**src/rtl/exec_seq.sv**
```systemverilog
// exec_seq: fetch/execute/commit sequencer driving the register-file commit strobe,
// with commit-boundary interrupt entry, halt/single-step debug and a sticky fetch watchdog.
module exec_seq #(
  parameter int unsigned TIMEOUT_CYC = 255,
  parameter int unsigned CNT_W       = 32
) (
  input  logic             clk,
  input  logic             reset,
  input  logic             imem_ack,
  input  logic             ex_done,
  input  logic             intr_req,
  input  logic             intr_en,
  input  logic             halt_req,
  input  logic             step_req,
  output logic             imem_req,
  output logic             ex_start,
  output logic             w_en,
  output logic             intr_take,
  output logic             halted,
  output logic             fault,
  output logic [CNT_W-1:0] retire_cnt
);

  typedef enum logic [2:0] {
    IDLE,
    FETCH,
    EXEC,
    COMMIT,
    HALT,
    FAULT
  } state_t;

  localparam logic [15:0] WD_LAST = 16'(TIMEOUT_CYC - 1);

  state_t           state_q, state_d;
  logic [15:0]      wdog_q, wdog_d;
  logic             step_q, step_d;
  logic             first_q, first_d;
  logic             intr_q, intr_d;
  logic [CNT_W-1:0] cnt_q, cnt_d;

  always_ff @(posedge clk or posedge reset) begin
    if (reset) begin
      state_q <= IDLE;
      wdog_q  <= '0;
      step_q  <= 1'b0;
      first_q <= 1'b0;
      intr_q  <= 1'b0;
      cnt_q   <= '0;
    end else begin
      state_q <= state_d;
      wdog_q  <= wdog_d;
      step_q  <= step_d;
      first_q <= first_d;
      intr_q  <= intr_d;
      cnt_q   <= cnt_d;
    end
  end

  // first_q marks the EXEC cycle right after FETCH; intr_q holds the last EXEC-cycle sample.
  always_comb begin
    state_d = state_q;
    step_d  = step_q;
    wdog_d  = '0;
    cnt_d   = cnt_q;
    first_d = (state_q == FETCH);
    intr_d  = (state_q == EXEC) & intr_req & intr_en;
    case (state_q)
      IDLE: state_d = halt_req ? HALT : FETCH;
      FETCH: begin
        if (imem_ack) begin
          state_d = EXEC;
        end else if (wdog_q == WD_LAST) begin
          state_d = FAULT;
        end else begin
          wdog_d = wdog_q + 16'd1;
        end
      end
      EXEC: begin
        if (ex_done) state_d = COMMIT;
      end
      COMMIT: begin
        cnt_d = cnt_q + CNT_W'(1);
        if (step_q) begin
          state_d = HALT;
          step_d  = 1'b0;
        end else if (halt_req) begin
          state_d = HALT;
        end else begin
          state_d = FETCH;
        end
      end
      HALT: begin
        if (step_req) begin
          step_d  = 1'b1;
          state_d = FETCH;
        end else if (!halt_req) begin
          state_d = FETCH;
        end
      end
      FAULT:   state_d = FAULT;
      default: state_d = IDLE;
    endcase
  end

  always_comb begin
    imem_req   = (state_q == FETCH);
    ex_start   = (state_q == EXEC) & first_q;
    w_en       = (state_q == COMMIT);
    intr_take  = (state_q == COMMIT) & intr_q;
    halted     = (state_q == HALT);
    fault      = (state_q == FAULT);
    retire_cnt = cnt_q;
  end

endmodule

```
**config.mk**
```make
export PLATFORM = sky130hd
export DESIGN_NAME = exec_seq
export DESIGN_NICKNAME = d
export VERILOG_FILES = /design/src/rtl/exec_seq.sv
export SDC_FILE = /design/constraint.sdc
export NUM_CORES = 1
export LEC_CHECK = 0
export ABC_AREA = 1
export ABC_CLOCK_PERIOD_IN_PS = 3000
export BUFFER_PORTS_ARGS = -buffer_cell sky130_fd_sc_hd__buf_2
export CAP_MARGIN = 15
export CORE_MARGIN = 2
export CORE_UTILIZATION = 45
export DETAILED_ROUTE_END_ITERATION = 8
export GPL_TIMING_DRIVEN = 0
export PLACE_DENSITY = 0.74
export SYNTH_ARGS = -nofsm -noshare
export SYNTH_HDL_FRONTEND = slang
export SYNTH_SLANG_ARGS = --single-unit
```
**constraint.sdc**
```tcl
create_clock -name clk -period 3 [get_ports clk]
set_input_delay 0.6 -clock clk [delete_from_list [all_inputs] [get_ports clk]]
set_output_delay 0.6 -clock clk [all_outputs]
set_load 0.005 [all_outputs]
```
# Word level (Yosys, flattened, before mapping)
# Index checks and enable logic that the tools add are counted.
# totals
reg_bits	54
inputBits	8
output_inout_bits	38
elab_cells	39
# classes
addsub	2
eq_ne	10
muxes	13
bitwise_logic	4
reduce_logical	4
# ops
cell	count
two-way mux 16 bit	3
adder 32 x 1 -> 32 bit, second input constant	1
two-way mux 3 bit	7
case mux 3 bit (6 select lines)	1
adder 16 x 1 -> 16 bit, second input constant	1
equality test 16 x 8 -> 1 bit, second input constant	1
equality test 3 x 2 -> 1 bit, second input constant	2
equality test 3 bit, second input constant	2
bitwise AND 1 bit	4
!= test 2 bit, second input constant	2
equality test 3 x 1 -> 1 bit, second input constant	1
logical NOT 3 bit	1
!= test 3 x 2 -> 1 bit, second input constant	1
!= test 3 bit, second input constant	1
AND reduction 3 bit	1
case mux 1 bit (2 select lines)	1
AND reduction 2 bit	1
nonzero test 2 bit	1
two-way mux 1 bit	1

# Longest topological paths before layout
# depth
word_depth	4
depth_mapped	9
depth_no_buf	9

# Worst setup path before layout
# No wires, ideal clock.
# synth_path
path_type	flip-flop to output port
startpoint	reg state_q[2]
endpoint	out intr_take
t_arrival_ns	0.838
slack_ns	1.562
stages_incl_launch_ff	4
n_path_buf	0
path_cell_list	dfrtp_1 inv_1 nand3_1 nor2_1
# synth_via
elab_chain_len	2
# synth_lines
element	line_no	source
start, declared	35	state_t state_q, state_d;
start signal, assigned	51	state_q <= state_d;
equality test 3 x 2 -> 1 bit	110	intr_take = (state_q == COMMIT) & intr_q;
bitwise AND 1 bit	110	
end, declared	18	output logic intr_take,
# Every way passes these cells.

# Worst setup path in the final report
# Same ends and word-level chain as after synthesis.

==> summary.txt <==
Outcome
  – Status: finished clean

Final layout
  – Fillcell total: 668
  – ANT cells: 0
  – Nets: 485
  – Area grow syn2layout: 16.0%
  – Share of layout cells above drive strength 1: 15.8%

Power
  – PnR Total Power: 1.80 mW
  – Max IR drop VDD: 332 uV
  – Power per cell area: 508 nW/um2
  – Lkg Pwr: 1.84 nW

Logic synthesis
  – Mapped Cells: 421
  – Dominant cells by area after synthesis: dfrtp_1, nand2_1, nor2_1
  – Seq/Total Area, Yosys: 44.3%
  – YS warnings: 0
  – Cell Area, Synth: 3050 um2
  – Share of the synthesized area in the top cell type: 44.3%
  – Post-synth EDFFs: 0
  – Syn_area_per_cell: 7.25 um2
  – Syn Nets: 432
  – Commonest cells post-synth: nand2_1, nor2_1, inv_1, dfrtp_1, nand3_1
  – Share of flip-flops with an asynchronous set or reset: 100%
  – Main synth FF type: dfrtp_1
  – Post-synth top area cell: dfrtp_1
  – Synth cell types: 27
  – Most frequent cell after synthesis: nand2_1
  – FF+latch count, synth: 54

Global routing
  – Pin count of the biggest net entering global routing: 42
  – Global Route Usage Sum: 18.7%
  – Number of global-route vias before repair: 2,454
  – Initial antenna violation count: 0
  – First-pass GRT wire length: 11,200 um
  – GRT Residual Overflow: 0

Route
  – WL final: 6470 um
  – DRC Markers: 0
  – WL met3: 350 um
  – Vias: 2,718
  – DR WL/cell: 11.6 um
  – Routed met1 length: 3160 um
  – DR pass1 iterations: 5
  – Met2 WL: 2870 um
  – Initial DRC count: 224
  – DR top layer: met4
  – Post-route ant nets: 0
  – Drt via density: 4.90

Worst setup path
  – Worst path max stage delay: 0.47 ns
  – CP Data Required Time: 2.40 ns
  – R2r endpoint: retire_cnt[28]
  – CP arrival: 1.41 ns
  – CP max stage cell: dfrtp_1
  – Cells along the critical path: inv_1 -> nand3_1 -> nor2_1 -> buf_2
  – Worst Setup End Kind: primary output
  – Critical path peak fanout: 6
  – Critical path class: flip-flop to primary output
  – Critical path launch point type: flip-flop
  – Worst r2r src: retire_cnt[1]
  – FF-to-FF setup slack: 1.34 ns
  – Worst reg2reg path depth: 8

Place
  – GP Congestion: 0.900
  – PortBufs: 45
  – DP Wirelength: 4960 um

Floorplanning
  – Core area: 6680 um2
  – Die footprint: 7450 um2
  – I/O Pins: 46
  – Die Y: 86.3 um
  – Starting Density: 45.7%
  – # rows: 30
  – DIE WIDTH: 86.3 um

Timing
  – RSZ-0062 raised after global routing: no
  – Period utilisation layout: 67.2%
  – Crit path time final: 2.01 ns
  – Max-slew violations: 0
  – Final number of setup-violating endpoints: 0
  – Hold Vio Cnt, Final: 0
  – Slew HR: 74.5%
  – Clock skew: 0.00603 ns
  – Fmax: 496 MHz
  – TNS Setup: 0 ns
  – Slew @ Worst Pin: 0.381 ns

Min path
  – HP Class: input pin to asynchronous set/reset pin

Flow run
  – Max cap viols: 0

Clocking
  – Post-CTS Setup Repair Bufs: 0
  – Reg clk slew, reported paths: 0.09 ns
  – Cts hold-fix bufs: 0
  – CTS tree: done
  – Clk root buf: clkbuf_8
  – Htree depth: 2
  – Total CTS buffers: 5
  – Clk Latency, worst-skew pair: 0.31 ns
  – Max clock buf depth: 2
  – Post-CTS Resized: 0
  – # clock sinks: 54
[area by class of cell]
class / count / area (um2) / area share [%]
multi-input cells: 296 / 1420 / 40.2
plain buffers: 2 / 16.3 / 0.460
inverters: 69 / 259 / 7.32
clock buffers: 6 / 82.6 / 2.33
flip-flops and latches: 54 / 1350 / 38.2
repair buffers: 46 / 245 / 6.93
well taps: 80 / 100 / 2.83
clock inverters: 2 / 60.1 / 1.70
[logic make-up after synthesis]
kind of cell	share of synthesized area [%]
AO/OA/AOI/OAI	1.97
AND/OR/NAND/NOR	38.6
adder cells (fa/ha/maj)	1.23
XOR/XNOR	4.88
buffers and inverters	9.02
flip-flops	44.3
[state kept, by name, indices dropped and copies added (netlist names)]
name	count
first_q	1
intr_q	1
retire_cnt	32
state_q	3
step_q	1
wdog_q	16
[worst max-delay path, delay by kind of cell (launching register included)]
family        cells  cell delay, ns
buf+inv           2            0.27
flops             1            0.47
simple gates      2            0.36
[cells in the final DEF (no fill, tap or decap), drive strengths merged, types with 6 or more instances in the layout]
cell type / instances
xor2: 10
buf: 48
xnor2: 7
nand2: 125
clkbuf: 6
nor2: 81
inv: 69
nand4: 11
dfrtp: 54
nand3: 38
[metrics by stage]
stage | util, % | instance area, um2 | instances | hold slack, ns | setup WS, ns
finish | 53.0 | 3540 | 555 | 0.228 | 0.985
global route | 53.0 | 3540 | 555 | 0.233 | 0.855
CTS | 53.0 | 3540 | 555 | 0.229 | 0.981
detailed placement | 50.8 | 3400 | 547 | 0.482 | 1.35
global placement | 50.5 | 3380 | 546 | 0.480 | 0.352
floorplan | - | 3050 | 421 | 0.473 | 1.09
[worst max-delay path by stage]
stage | end | startpoint | depth (start not counted) | slack (ns)
6_report | intr_take | state_q[2] | 4 | 0.99
5_1_grt | intr_take | state_q[2] | 4 | 0.86
4_1_cts | intr_take | state_q[2] | 4 | 0.98
3_5_place_dp | intr_take | state_q[2] | 4 | 1.35
3_3_place_gp | retire_cnt[20] | reset | 2 | 0.35
2_1_floorplan | first_q | reset | 1 | 1.09
[routing by layer]
metal | global-route usage, % | up-vias
met5 | 0 | -
met4 | 5.68 | 0
met3 | 4.10 | 8
met2 | 29.6 | 69
met1 | 25.9 | 1246
li1 | - | 1395
[report_power, final]
part | internal, mW | switching, mW
sequential | 0.788 | 0.0659
clock | 0.356 | 0.243
combinational | 0.135 | 0.209
Power figures use the tool's default switching activity.
